File: config.mk
export PLATFORM = sky130hd
export DESIGN_NAME = gb_cpu_mem_bridge
export DESIGN_NICKNAME = d
export VERILOG_FILES = /design/src/rtl/gb_cpu_mem_bridge.sv
export SDC_FILE = /design/constraint.sdc
export NUM_CORES = 1
export LEC_CHECK = 0
export BUFFER_PORTS_ARGS = -buffer_cell sky130_fd_sc_hd__buf_2
export CORE_MARGIN = 2
export CORE_UTILIZATION = 25
export CTS_BUF_LIST = sky130_fd_sc_hd__clkbuf_8
export DETAILED_ROUTE_END_ITERATION = 10
export MAX_ROUTING_LAYER = met4
export PLACE_DENSITY = 0.46
export RECOVER_POWER = 100
export SYNTH_ARGS = -nofsm -noshare
export SYNTH_HDL_FRONTEND = slang
export SYNTH_SLANG_ARGS = --single-unit
File: constraint.sdc
create_clock -name clk_sys -period 2.2 [get_ports clk_sys]
set_clock_uncertainty 0.15 [all_clocks]
set_input_delay 0.44 -clock clk_sys [delete_from_list [all_inputs] [get_ports clk_sys]]
set_output_delay 0.44 -clock clk_sys [all_outputs]
set_load 0.02 [all_outputs]
File: src/rtl/gb_cpu_mem_bridge.sv
// gb_cpu_mem_bridge: turns GameBoy CPU external memory cycles into single
// request/acknowledge transactions. It holds the CPU with cpu_wait_n until
// each transaction completes or times out.
// Optional feature macro: GB_MEMBRIDGE_WRPOST_EN. When defined, writes are
// posted, and one access arriving during a posted write is queued.
module gb_cpu_mem_bridge #(
  parameter logic [15:0] WIN0_LO = 16'h0000,
  parameter logic [15:0] WIN0_HI = 16'h7FFF,
  parameter logic [15:0] WIN1_LO = 16'hA000,
  parameter logic [15:0] WIN1_HI = 16'hBFFF,
  parameter int unsigned TIMEOUT = 64
) (
  input  logic        clk_sys,
  input  logic        reset,
  input  logic [15:0] cpu_a,
  input  logic [7:0]  cpu_do,
  input  logic        cpu_mreq_n,
  input  logic        cpu_rd_n,
  input  logic        cpu_wr_n,
  output logic [7:0]  cpu_di,
  output logic        cpu_wait_n,
  output logic        ext_sel,
  output logic        mem_req,
  output logic        mem_we,
  output logic [15:0] mem_addr,
  output logic [7:0]  mem_wdata,
  input  logic        mem_ack,
  input  logic [7:0]  mem_rdata,
  output logic        timeout_err
);

  localparam int unsigned CNT_W = 8;
  localparam logic [CNT_W-1:0] CNT_LAST = CNT_W'(TIMEOUT - 1);

  typedef enum logic [2:0] {IDLE, RD_REQ, WR_REQ, DONE, PEND} state_t;

  state_t           state_q, state_d;
  logic [CNT_W-1:0] cnt_q, cnt_d;
  logic             rd_q, wr_q;
  logic             rd_act, wr_act, start_rd, start_wr, fin;
  logic [7:0]       cpu_di_d, mem_wdata_d;
  logic [15:0]      mem_addr_d;
  logic             mem_req_d, mem_we_d, timeout_err_d;

`ifdef GB_MEMBRIDGE_WRPOST_EN
  logic             hold_q, hold_d;
  logic             pend_vld_q, pend_vld_d;
  logic             pend_we_q, pend_we_d;
  logic [15:0]      pend_addr_q, pend_addr_d;
  logic [7:0]       pend_wdata_q, pend_wdata_d;
  logic             pend_cap;
`endif

  // Address window decode; the offset compare avoids constant-bound comparisons
  assign ext_sel = (16'(cpu_a - WIN0_LO) <= 16'(WIN0_HI - WIN0_LO)) ||
                   (16'(cpu_a - WIN1_LO) <= 16'(WIN1_HI - WIN1_LO));

  assign rd_act   = !cpu_mreq_n && !cpu_rd_n;
  assign wr_act   = !cpu_mreq_n && !cpu_wr_n;
  assign start_wr = wr_act && !wr_q && ext_sel;
  assign start_rd = rd_act && !rd_q && ext_sel && !wr_act;
  assign fin      = mem_ack || (cnt_q == CNT_LAST);

`ifdef GB_MEMBRIDGE_WRPOST_EN
  // Queue one access that arrives while a posted write is draining
  assign pend_cap = (state_q == WR_REQ) && !hold_q && !pend_vld_q && (start_rd || start_wr);

  // Hold the CPU for reads, queued accesses and non-posted transactions
  assign cpu_wait_n = !(start_rd || (start_wr && (state_q != IDLE)) || pend_vld_q ||
                        (state_q == PEND) || (state_q == RD_REQ) ||
                        ((state_q == WR_REQ) && hold_q));
`else
  // Hold the CPU from the first strobe cycle until the transaction ends
  assign cpu_wait_n = !(start_rd || start_wr || (state_q == RD_REQ) || (state_q == WR_REQ));
`endif

  // Strobe history for edge detection
  always_ff @(posedge clk_sys) begin
    if (reset) begin
      rd_q <= 1'b0;
      wr_q <= 1'b0;
    end else begin
      rd_q <= rd_act;
      wr_q <= wr_act;
    end
  end

  // Next-state and next-output logic
  always_comb begin
    state_d       = state_q;
    cnt_d         = cnt_q;
    cpu_di_d      = cpu_di;
    mem_req_d     = mem_req;
    mem_we_d      = mem_we;
    mem_addr_d    = mem_addr;
    mem_wdata_d   = mem_wdata;
    timeout_err_d = timeout_err;
`ifdef GB_MEMBRIDGE_WRPOST_EN
    hold_d        = hold_q;
    pend_vld_d    = pend_vld_q;
    pend_we_d     = pend_we_q;
    pend_addr_d   = pend_addr_q;
    pend_wdata_d  = pend_wdata_q;
    if (pend_cap) begin
      pend_vld_d   = 1'b1;
      pend_we_d    = start_wr;
      pend_addr_d  = cpu_a;
      pend_wdata_d = cpu_do;
    end
`endif
    case (state_q)
      IDLE: begin
        if (start_wr) begin
          mem_addr_d  = cpu_a;
          mem_wdata_d = cpu_do;
          mem_we_d    = 1'b1;
          mem_req_d   = 1'b1;
          cnt_d       = '0;
          state_d     = WR_REQ;
`ifdef GB_MEMBRIDGE_WRPOST_EN
          hold_d      = 1'b0;
`endif
        end else if (start_rd) begin
          mem_addr_d  = cpu_a;
          mem_we_d    = 1'b0;
          mem_req_d   = 1'b1;
          cnt_d       = '0;
          state_d     = RD_REQ;
`ifdef GB_MEMBRIDGE_WRPOST_EN
          hold_d      = 1'b1;
`endif
        end
      end
      RD_REQ, WR_REQ: begin
        if (fin) begin
          mem_req_d = 1'b0;
          state_d   = DONE;
          if (mem_ack) begin
            if (state_q == RD_REQ) cpu_di_d = mem_rdata;
          end else begin
            if (state_q == RD_REQ) cpu_di_d = 8'hFF;
            timeout_err_d = 1'b1;
          end
`ifdef GB_MEMBRIDGE_WRPOST_EN
          if ((state_q == WR_REQ) && !hold_q)
            state_d = (pend_vld_q || pend_cap) ? PEND : IDLE;
`endif
        end else begin
          cnt_d = cnt_q + CNT_W'(1);
        end
      end
      DONE: begin
        if (!rd_act && !wr_act) state_d = IDLE;
      end
`ifdef GB_MEMBRIDGE_WRPOST_EN
      PEND: begin
        mem_addr_d = pend_addr_q;
        mem_we_d   = pend_we_q;
        if (pend_we_q) mem_wdata_d = pend_wdata_q;
        mem_req_d  = 1'b1;
        cnt_d      = '0;
        hold_d     = 1'b1;
        pend_vld_d = 1'b0;
        state_d    = pend_we_q ? WR_REQ : RD_REQ;
      end
`endif
      default: state_d = IDLE;
    endcase
  end

  // State and registered outputs
  always_ff @(posedge clk_sys) begin
    if (reset) begin
      state_q      <= IDLE;
      cnt_q        <= '0;
      cpu_di       <= 8'hFF;
      mem_req      <= 1'b0;
      mem_we       <= 1'b0;
      mem_addr     <= '0;
      mem_wdata    <= '0;
      timeout_err  <= 1'b0;
`ifdef GB_MEMBRIDGE_WRPOST_EN
      hold_q       <= 1'b0;
      pend_vld_q   <= 1'b0;
      pend_we_q    <= 1'b0;
      pend_addr_q  <= '0;
      pend_wdata_q <= '0;
`endif
    end else begin
      state_q      <= state_d;
      cnt_q        <= cnt_d;
      cpu_di       <= cpu_di_d;
      mem_req      <= mem_req_d;
      mem_we       <= mem_we_d;
      mem_addr     <= mem_addr_d;
      mem_wdata    <= mem_wdata_d;
      timeout_err  <= timeout_err_d;
`ifdef GB_MEMBRIDGE_WRPOST_EN
      hold_q       <= hold_d;
      pend_vld_q   <= pend_vld_d;
      pend_we_q    <= pend_we_d;
      pend_addr_q  <= pend_addr_d;
      pend_wdata_q <= pend_wdata_d;
`endif
    end
  end

endmodule

==> run metrics <==
Rel. slew slack 37.5%; Worst Tran Pin Value 938 ps; YS warnings 0; Internal Pwr Total 1.57 mW; Core ar. 8300 um2; Worst R2R End cnt_q[3]; floorplan row count 33; min-delay src cpu_wr_n; drt total wl 5.69 mm; Die Wd 96.9 um; Mapped Cells 248; RSZ-0062 raised after global routing no; top sig layer met4; Clock power frac 25.9%; #FFs+latches synth 47; GRT Total Usage 12.5%; DPL Wire Length 4.20 mm; DIE AREA 9400 um2; Main synth FF type dfxtp_1; Layout Nets 371; met3 wire length 179 um; diode count 0; status finished clean; Slew Limit Fails 0; clock period minus worst slack 2050 ps; Mean Syn Cell Area 8.71 um2; share of layout cells above drive strength 1 20.5%; worst vdd ir 0.407 mV; commonest non-fill, non-tap cells in the layout dfxtp_1, buf_2, clkbuf_1; TritonCTS clock tree done; critical path launch point type input pin; Layout fillers 917; cell area after placement 2700 um2; drt pass-1 iters 4; EDFF count, synth 0; Setup crit end kind primary output; WL met2 2.71 mm; sequential area share after synthesis 43.6%; WP data arrival 1460 ps; Die H 96.9 um; switching share of power 37.3%; Clock Tree Buf Depth 2; vias in the first global route 2017; Ports 75; Worst Reg2Reg Path Length in Cells 8; Buffers on Ports 74; Final GP Congestion 0.775; gr ovfl total 0; PwrDens 909 nW/um2; global-route wire length before repair 9.54 mm; Critical R2R Launch state_q[0]; worst min-delay path class input pin to flop; Starting Density 26.0%; CTS root buf clkbuf_8; Syn Nets 293; via/cell ratio 4.72; Residual DRC 0; CTS H-tree depth 2; reg-to-reg slack, setup 190 ps; M1 wire length 2.73 mm; clock-pin slew on the worst setup and hold paths 90 ps; fmax 488 MHz; worst skew pair latency 300 ps; Routed Antenna Nets 0; initial antenna violation count 0; total power 2.50 mW; cell area after layout 2750 um2; combinational power share 35.3%; Final setup violation count 0; pin count of the biggest net entering global routing 24; CTS sink count 47; Area growth syn-to-layout 27.2%; Flop pwr share 38.9%; WHS Endpoint wr_q; P_sw 0.931 mW; most common cell after layout, fill and taps aside dfxtp_1; WHS Path Cells 2; CP Max Fanout 5; ys async rst share 0%; final hold viol count 0; Lkg Pwr 1.08 nW; CTS Buf Count 5; Mapped Area 2160 um2; critical path class input pin to primary output; maxcap violations 0; Synth cell types 43; fin crit share 93.1%; routed length per instance 13.2 um; Initial DRC Count 68; via count 2040; CP required 1610 ps
worst max path at each step:
stage                from         end  slack (ps)
3_3_place_gp    cpu_a[13]    cnt_q[7]          10
5_1_grt        state_q[1]    cnt_q[3]          20
3_5_place_dp    cpu_a[13]    cnt_q[2]          -3
6_report       cpu_mreq_n  cpu_wait_n         150
2_1_floorplan   cpu_a[13]    cnt_q[7]          50
4_1_cts        state_q[1]  cpu_wait_n          60
layer usage:
| layer | vias up | GRT usage [%] |
|---|---|---|
| met4 | 0 | 5.42 |
| met2 | 39 | 19.6 |
| met3 | 4 | 2.38 |
| li1 | 1036 | - |
| met1 | 961 | 15.7 |
| met5 | - | - |
Yosys cell counts, drive strengths merged, types with 2 or more instances:
library cell	n	area, um2
dfxtp	47	941
a21oi	30	158
nand2	23	86.3
nand3	17	85.1
nor2	15	56.3
o21ai	15	75.1
clkbuf	12	45.0
nand2b	10	62.6
nand4b	9	78.8
mux2i	8	80.1
nor3	8	45.0
ha	7	87.6
inv	7	26.3
buf	5	25.0
a211o	3	26.3
and3	3	18.8
nand3b	3	22.5
nand4	3	18.8
a21o	2	15.0
and3b	2	17.5
o211ai	2	20.0
o2bb2ai	2	17.5
cell type report:
| cell class | instances | area, um2 | share of cell area, % |
|---|---|---|---|
| Sequential cell | 47 | 941 | 34.3 |
| Timing Repair Buffer | 88 | 422 | 15.4 |
| Multi-Input combinational cell | 176 | 1110 | 40.4 |
| Clock buffer | 5 | 68.8 | 2.51 |
| Inverter | 8 | 30.0 | 1.09 |
| Tap cell | 105 | 131 | 4.78 |
| Clock inverter | 3 | 43.8 | 1.59 |
through the flow:
stage	utilization (%)	setup WS (ps)	setup TNS [ps]	hold slack, ps	instances
after floorplan	-	53.0	0	309	248
final	33.1	151	0	213	432
after global routing	33.1	24.7	0	201	432
after CTS	33.9	63.7	0	204	432
after global placement	32.5	12.7	0	291	424
after detailed placement	32.5	-2.58	-2.58	296	424
repair_timing:
item                                    in CTS  in global routing
resized for setup                            0                  1
endpoints found under the setup margin       0                  1
setup buffers                                0                  0
hold buffers                                 0                  0
hold endpoints to repair                     0                  0
critical path: stages:
cell       delay (ps)
buf_2             140
nor4b_4           350
a2bb2oi_2         300
nor3_2             60
buf_2             160
cell families (layout without fill, tap and decap cells):
group                    count (synthesis)  count (layout)  synth area share [%]
adder cells (fa/ha/maj)                  7               7                  4.06
multiplexers                             8               8                  3.71
AO/OA/AOI/OAI                           62              62                  18.5
AND/OR/NAND/NOR                         99              99                  25.6
flip-flops                              47              47                  43.6
buffers and inverters                   25             104                  4.64
sequential cells by signal (all words and copies together) (netlist names):
signal and cells:
cnt_q 8, cpu_di 8, mem_req 1, state_q 2, wr_q 1, mem_addr 16
mem_wdata 8, timeout_err 1, mem_we 1, rd_q 1
power by group through the flow:
stage | Combinational [mW] | Clock [mW] | Sequential, mW
after floorplan | 0.523 | 0 | 1.05
after global placement | 0.918 | 0 | 0.987
after detailed placement | 0.916 | 0 | 0.989
after CTS | 0.919 | 0.674 | 0.970
after global routing | 0.977 | 0.715 | 0.981
final | 0.880 | 0.646 | 0.971
Note: power is estimated with default switching activity, not from simulation.
